**src/rtl/fpu_rnd_pkg.sv**
```systemverilog
// Shared types and constants for the rounder representation pipeline.
// Format codes, precisions and the kept-width helper.
package fpu_rnd_pkg;

  typedef enum logic [1:0] {
    FMT_SINGLE  = 2'b00,
    FMT_DOUBLE  = 2'b01,
    FMT_HALF    = 2'b10,
    FMT_ILLEGAL = 2'b11
  } fmt_e;

  localparam int P_HALF   = 11;
  localparam int P_SINGLE = 24;
  localparam int P_DOUBLE = 53;

  localparam int STICKY_CHUNK = 8;

  // Kept width: significand plus round bit.
  function automatic int keep_w(fmt_e f);
    int k;
    k = 0;
    case (f)
      FMT_HALF:   k = P_HALF + 1;
      FMT_SINGLE: k = P_SINGLE + 1;
      FMT_DOUBLE: k = P_DOUBLE + 1;
      default:    k = 0;
    endcase
    return k;
  endfunction

endpackage

```
**src/rtl/rept_sticky_tree.sv**
```systemverilog
// Chunked OR reduction of a sticky region.
// Ports: din (W bits) in, part (one OR per CH-bit chunk) out.
module rept_sticky_tree #(
  parameter int W  = 74,
  parameter int CH = 8
) (
  input  logic [W-1:0]             din,
  output logic [(W+CH-1)/CH-1:0]   part
);

  localparam int N  = (W + CH - 1) / CH;
  localparam int PW = N * CH;

  logic [PW-1:0] pad;

  assign pad = PW'(din);

  for (genvar c = 0; c < N; c++) begin : g_or
    assign part[c] = |pad[c*CH +: CH];
  end

endmodule

```
**src/rtl/rept_pipe.sv**
```systemverilog
// Pipelined representation stage: packs kept bits + sticky, left-aligned.
// Ports: valid/ready in (fn, fmt, in_tag), flush, valid/ready out (f1, out_tag, err).
module rept_pipe
  import fpu_rnd_pkg::*;
#(
  parameter int IN_W   = 128,
  parameter int OUT_W  = 55,
  parameter int STAGES = 2,
  parameter int TAG_W  = 4
) (
  input  logic              clk,
  input  logic              rst_n,
  input  logic              in_valid,
  output logic              in_ready,
  input  logic [IN_W-1:0]   fn,
  input  logic [1:0]        fmt,
  input  logic [TAG_W-1:0]  in_tag,
  input  logic              flush,
  output logic              out_valid,
  input  logic              out_ready,
  output logic [OUT_W-1:0]  f1,
  output logic [TAG_W-1:0]  out_tag,
  output logic              err
);

  localparam int KH = keep_w(FMT_HALF);
  localparam int KS = keep_w(FMT_SINGLE);
  localparam int KD = keep_w(FMT_DOUBLE);

  localparam int WH = IN_W - KH;
  localparam int WS = IN_W - KS;
  localparam int WD = IN_W - KD;

  localparam int CH = STICKY_CHUNK;
  localparam int NH = (WH + CH - 1) / CH;
  localparam int NS = (WS + CH - 1) / CH;
  localparam int ND = (WD + CH - 1) / CH;

  if (OUT_W < KD + 1 || IN_W <= KD ||
      !(STAGES == 1 || STAGES == 2)) begin : g_bad
    $error("rept_pipe: illegal parameters");
  end

  typedef struct packed {
    logic             v;
    fmt_e             fmt;
    logic [TAG_W-1:0] tag;
    logic [KD-1:0]    kept;
    logic [NH-1:0]    ph;
    logic [NS-1:0]    ps;
    logic [ND-1:0]    pd;
  } s1_t;

  logic          adv;
  logic [NH-1:0] ph;
  logic [NS-1:0] ps;
  logic [ND-1:0] pd;
  s1_t           s1_d;
  s1_t           x;

  assign adv      = !out_valid | out_ready;
  assign in_ready = adv;

  rept_sticky_tree #(.W(WH), .CH(CH)) u_th (
    .din  (fn[WH-1:0]),
    .part (ph)
  );

  rept_sticky_tree #(.W(WS), .CH(CH)) u_ts (
    .din  (fn[WS-1:0]),
    .part (ps)
  );

  rept_sticky_tree #(.W(WD), .CH(CH)) u_td (
    .din  (fn[WD-1:0]),
    .part (pd)
  );

  always_comb begin
    s1_d      = '0;
    s1_d.v    = in_valid;
    s1_d.fmt  = fmt_e'(fmt);
    s1_d.tag  = in_tag;
    s1_d.kept = fn[IN_W-1 -: KD];
    s1_d.ph   = ph;
    s1_d.ps   = ps;
    s1_d.pd   = pd;
  end

  if (STAGES == 2) begin : g_s1
    s1_t s1_q;

    always_ff @(posedge clk or negedge rst_n) begin
      if (!rst_n) begin
        s1_q <= '0;
      end else begin
        if (adv)   s1_q   <= s1_d;
        if (flush) s1_q.v <= 1'b0;
      end
    end

    assign x = s1_q;
  end else begin : g_s0
    assign x = s1_d;
  end

  // Kept field left-aligned, sticky right below it, zeros under that.
  function automatic logic [OUT_W-1:0] pack(
    fmt_e          f,
    logic [KD-1:0] k,
    logic          s
  );
    logic [OUT_W-1:0] r;
    r = '0;
    unique case (f)
      FMT_HALF: begin
        r[OUT_W-1 -: KH] = k[KD-1 -: KH];
        r[OUT_W-1-KH]    = s;
      end
      FMT_SINGLE: begin
        r[OUT_W-1 -: KS] = k[KD-1 -: KS];
        r[OUT_W-1-KS]    = s;
      end
      FMT_DOUBLE: begin
        r[OUT_W-1 -: KD] = k;
        r[OUT_W-1-KD]    = s;
      end
      FMT_ILLEGAL: r = '0;
    endcase
    return r;
  endfunction

  logic             st;
  logic             err_d;
  logic [OUT_W-1:0] f1_d;

  always_comb begin
    st    = 1'b0;
    err_d = 1'b0;
    unique case (x.fmt)
      FMT_HALF:    st    = |x.ph;
      FMT_SINGLE:  st    = |x.ps;
      FMT_DOUBLE:  st    = |x.pd;
      FMT_ILLEGAL: err_d = 1'b1;
    endcase
    f1_d = pack(x.fmt, x.kept, st);
  end

  always_ff @(posedge clk or negedge rst_n) begin
    if (!rst_n) begin
      out_valid <= 1'b0;
      f1        <= '0;
      out_tag   <= '0;
      err       <= 1'b0;
    end else begin
      if (adv) begin
        out_valid <= x.v;
        f1        <= f1_d;
        out_tag   <= x.tag;
        err       <= err_d;
      end
      if (flush) out_valid <= 1'b0;
    end
  end

endmodule

```
**config.mk**
```make
export PLATFORM = sky130hd
export DESIGN_NAME = rept_pipe
export DESIGN_NICKNAME = d
export VERILOG_FILES = /design/src/rtl/fpu_rnd_pkg.sv /design/src/rtl/rept_sticky_tree.sv /design/src/rtl/rept_pipe.sv
export SDC_FILE = /design/constraint.sdc
export NUM_CORES = 1
export LEC_CHECK = 0
export BUFFER_PORTS_ARGS = -buffer_cell sky130_fd_sc_hd__buf_2
export CAP_MARGIN = 0
export CORE_UTILIZATION = 45
export CTS_CLUSTER_DIAMETER = 120
export DETAILED_ROUTE_END_ITERATION = 7
export PLACE_DENSITY = 0.83
export SYNTH_ARGS = -nofsm -noshare
export SYNTH_HDL_FRONTEND = slang
export SYNTH_SLANG_ARGS = --single-unit
```
**constraint.sdc**
```tcl
create_clock -name clk -period 3 [get_ports clk]
set_clock_uncertainty 0.15 [all_clocks]
set_input_delay 0.6 -clock clk [delete_from_list [all_inputs] [get_ports clk]]
set_output_delay 0.6 -clock clk [all_outputs]
set_load 0.01 [all_outputs]
```
After elaboration in Yosys (flattened, before gate mapping)
Index checks and enable logic that the tools add are counted.
{ "classes": {"n_eq_ne": 3, "bitwise": 1, "reduce_logical": 24, "muxes": 9} }
{ "ops": {"columns": ["operator", "count"], "rows": [
  ["$reduce_or 8->1", 14],
  ["$mux 99", 1],
  ["$pmux 13 s3", 1],
  ["$mux 29", 1],
  ["$pmux 13 s2", 1],
  ["$reduce_or 15->1", 1],
  ["$reduce_or 13->1", 1],
  ["$reduce_or 10->1", 1],
  ["$reduce_or 7->1", 1],
  ["$eq 2x2->1 const B", 2],
  ["$mux 1", 4],
  ["$reduce_or 2->1", 2],
  ["$reduce_or 4->1", 1],
  ["$eq 2x1->1 const B", 1],
  ["$logic_not 2->1", 1],
  ["$pmux 1 s2", 1],
  ["$reduce_bool 2->1", 1],
  ["$logic_not 1->1", 1],
  ["$or 1x1->1", 1]
]} }
{ "totals": {"out_inout_bits": 62, "wordCells": 48, "reg_bits": 160, "inputBits": 139} }

Longest topological paths before layout
{ "logic_depth": {"word_depth": 4, "ltp_mapped": 6, "ltp_nobuf": 4} }

Modules after synthesis
Synthesis repeated with hierarchy kept, for this count alone.
{ "hier_totals": {"cells_unflattened": 721, "area_unflattened_um2": 6668.9} }
{ "modules_own_cells": {"columns": ["mod", "area_each_um2", "seq_area_each_um2", "cells_each", "instances"], "rows": [
  ["rept_pipe", 6070.8, 4003.8, 611, 1],
  ["rept_sticky_tree at u_th", 235.2, 0.0, 43, 1],
  ["rept_sticky_tree at u_ts", 210.2, 0.0, 39, 1],
  ["rept_sticky_tree at u_td", 152.6, 0.0, 28, 1]
]} }

Worst setup path after synthesis
Ideal clock, no wire load.
{ "synth_path": {"path_type": "input-to-output", "startpoint": "input port out_ready", "endpoint": "output port in_ready", "t_required_ns": 2.250, "slack_ns": 1.147, "path_buffers": 2, "stages": 4, "arrival_ns": 1.103, "cell_sequence": "nor2b_4 > inv_1 > buf_2 > buf_2"} }
{ "synth_via": {"elab_chain_len": 1} }
{ "synth_lines": {"columns": ["element", "line_no", "source"], "rows": [
  ["start, declared", "rept_pipe.sv:20", "input logic out_ready,"],
  ["$or 1x1->1", "rept_pipe.sv:61", "assign adv = !out_valid | out_ready;"],
  ["end, declared", "rept_pipe.sv:14", "output logic in_ready,"]
]} }
No other way between the ends.

Worst setup path in the final report
{ "layout_path": {"startpoint": "register out_valid", "endpoint": "output port in_ready"} }
{ "layout_via": {"elab_chain_len": 2} }
{ "layout_lines": {"columns": ["element", "line_no", "source"], "rows": [
  ["start, declared", "rept_pipe.sv:19", "output logic out_valid,"],
  ["start signal, assigned", "rept_pipe.sv:157", "out_valid <= x.v;"],
  ["$logic_not 1->1", "rept_pipe.sv:61", null],
  ["$or 1x1->1", "rept_pipe.sv:61", null]
]} }
No other way between the ends.

==> run summary <==
The die outline width is 112 um. The sum of negative setup slack came out at 0 ns. The final net count is 868.

The largest individual stage delay along the critical path comes from the cell dfrtp_1. The sum of buffers and inverters on the critical path came out at 2. The number of antenna violations at the first check in global routing was 0.

The die is 112 um tall. The post-detailed-route via-to-cell ratio came out at 5.14. The peak supply drop came out at 442 uV. The CTS sink count is 139. The slew at the pin closest to its max-slew limit is 0.774 ns. Max-cap violations in this run came to 0. The area of the die is approximately 13,000 sq um.

The post-layout minimum cycle time is 2.16 ns. The number of setup buffers added after CTS is 0. The placement row count is 39. The critical path goes through nor2b_4, clkinv_2, buf_2. The most used flip-flop cell after synthesis is dfrtp_1. The post-DP HPWL is slightly above 9 mm. The worst register-to-register path ends at f1[0]. The number of slew-limit violations in the final report is 0. TritonCTS built the clock tree. The wire length of the first global-routing pass is 21.3 mm. The launching point of the worst reg2reg path is out_valid. The detailed-route wire length per cell is 14.8 um. The largest incremental delay on the critical path is 0.35 ns.

Summed over all instances, the cell type with the most area after synthesis is dfrtp_1. The proportion of synthesized chip area in sequential cells is 0.637. The post-cts repair resize count came out at 0. In this run the mean area of a mapped cell was 10.2 sq um. The initial utilization of the core area, before any placement, comes to 0.470. The worst slack at placement came out at 0.726 ns. In this design, the largest share of critical-path delay is due to buffers and inverters.

During synthesis, Yosys emitted a total of 0 warnings. The proportion of register bits with asynchronous set or reset after synthesis is 1.00. The count of hold-fix buffers inserted at cts came out at 0.

The gate count after technology mapping is 535. The total overflow left after global routing is 0. The arrival time at the worst endpoint came out at 1.41 ns. The final antenna diode count came out at 0. The count of nets left with antenna violations after detail routing came out at 0.

The length of the first detailed-routing pass in iterations is 6. The core outline area is approximately 12,000 sq um. In this run, synthesis inferred 0 flip-flops with an integrated enable.

The share of the clock period used by the worst path is 0.721. The kind of path behind the tightest hold check is input pin to async pin. The starting DRC count in detailed routing came out at about 330. The clock transition at the registers of the reported paths came out at 0.06 ns.

The buffer cell driving the clock tree root is clkbuf_16. The relative area change from synthesis to final layout is 31.2%. In this run the worst path has a maximum fanout of 18.

Ranked by total cell area, the synthesized netlist is headed by dfrtp_1, nand2_1, a22o_1. The number of global-route vias before repair is 4,396. The element type at the critical path end is a primary output. The total number of vias came out at 4,547.

Entering global routing, the biggest net connects 78 pins. The fraction of layout instances using a drive strength above 1 is 0.329. The count of input and output buffers is 200.

The final number of hold-violating endpoints came to 0. The portion of synthesized cell area occupied by the leading cell type came out at 0.637. The most critical setup path has its startpoint at out_valid. The number of top-level design ports came out at 201. The global placement routability congestion came out at 0.796. Setup repair after global routing left no endpoint under its margin. The synthesized netlist occupies a cell area of 5460 sq um. The post-route total power is ~4600 uW. The cell area power density is approximately 650 nW/um^2. The length in cells of the worst reg-to-reg path came out at 5. The later pin in the worst-skew pair is clocked with a latency of approximately 0.42 ns. The remaining design rule violation count came out at 10. Setup violations remaining at the end of the flow were counted as 0. The minimum setup slack in the final design is 0.838 ns. The post-synthesis sequential element count is 139.

The standby leakage power came out at 0.00372 uW. The checks that failed: design-rule violations. The synthesized net count is 674. The overall routed net length is 13.1 mm. The library cells used most frequently in the layout, excluding fill and tap cells, are nand2_1, buf_2, dfrtp_1. Data on the critical path is required at its endpoint by 2.25 ns. The flow ran to the end, but the final reports show violations.

Headroom to the max-slew limit came out at 0.479. The worst setup path is launched from a flop. The number of clock buffers added by TritonCTS is 17.

The number of buffers between clock root and the deepest sink is 2. CTS built an H-tree with a depth of 4. The all-layer global routing usage is 0.223. The internal reg-to-reg setup slack came out at 1.07 ns.

The timing-limited maximum frequency is 463 MHz. The critical path start-end classification is flop to primary output. The library cell used most frequently in the layout, excluding fill and tap cells, is nand2_1. After synthesis, the netlist uses 30 different library cells.
synth_stat cells (2+ instances only):
cell type	count
nand2_1	220
dfrtp_1	139
a22o_1	41
nor4_1	29
buf_2	24
nor2_1	23
a31oi_1	14
nand3b_1	12
a21oi_1	4
clkbuf_1	4
buf_4	3
nor3_1	3
nand2b_1	2
through the flow:
stage | hold slack, ns | cell area (sq um) | util | instances
2_1_floorplan | 0.154 | 5460 | - | 535
3_3_place_gp | 0.299 | 6570 | 0.565 | 853
3_5_place_dp | 0.305 | 6570 | 0.565 | 853
4_1_cts | 0.0689 | 7170 | 0.617 | 884
5_1_grt | 0.0989 | 7170 | 0.617 | 884
6_report | 0.0507 | 7170 | 0.617 | 884
routing by layer:
layer  wire length, um  share of wire  global-route usage  up-vias
met4               240          0.018              0.0844        0
li1                  -              -                   -     2203
met5                 0              0                   0        -
met1              5510           0.42               0.270     2151
met2              6590           0.50               0.382      170
met3               767          0.059              0.0626       23
logic make-up after synthesis:
kind of cell           after synthesis  synth area share
buffers and inverters               33            0.0316
AO/OA/AOI/OAI                       64            0.0925
AND/OR/NAND/NOR                    299             0.239
flip-flops                         139             0.637
cell type report:
cell class                 instances  area (sq um)
clock buffer                      17           425
clock inverter                    14           175
fill                             936          4450
inverter                           1          5.00
multi-input combinational        363          1820
sequential                       139          3480
tap                              143           179
timing repair buffer             207          1080
flip-flops by register name (all words and copies together) (netlist names):
register / count
g_s1.s1_q: 78
f1: 55
out_tag: 4
err: 1
out_valid: 1
worst max path at each step:
stage                          end  slack (ns)  depth (start not counted)
final                     in_ready        0.84                          3
after detailed placement     f1[0]        0.73                          6
after CTS                 in_ready        0.81                          3
after global placement       f1[0]        0.75                          6
after floorplan           in_ready        1.15                          4
after global routing      in_ready        0.76                          3
where the power goes:
group	switching (uW)	leakage [uW]	internal, uW
Clock	789	0.000285	1300
Sequential	83.5	0.00166	2010
Combinational	244	0.00178	203
No activity file was read; power rests on OpenSTA's default activity.
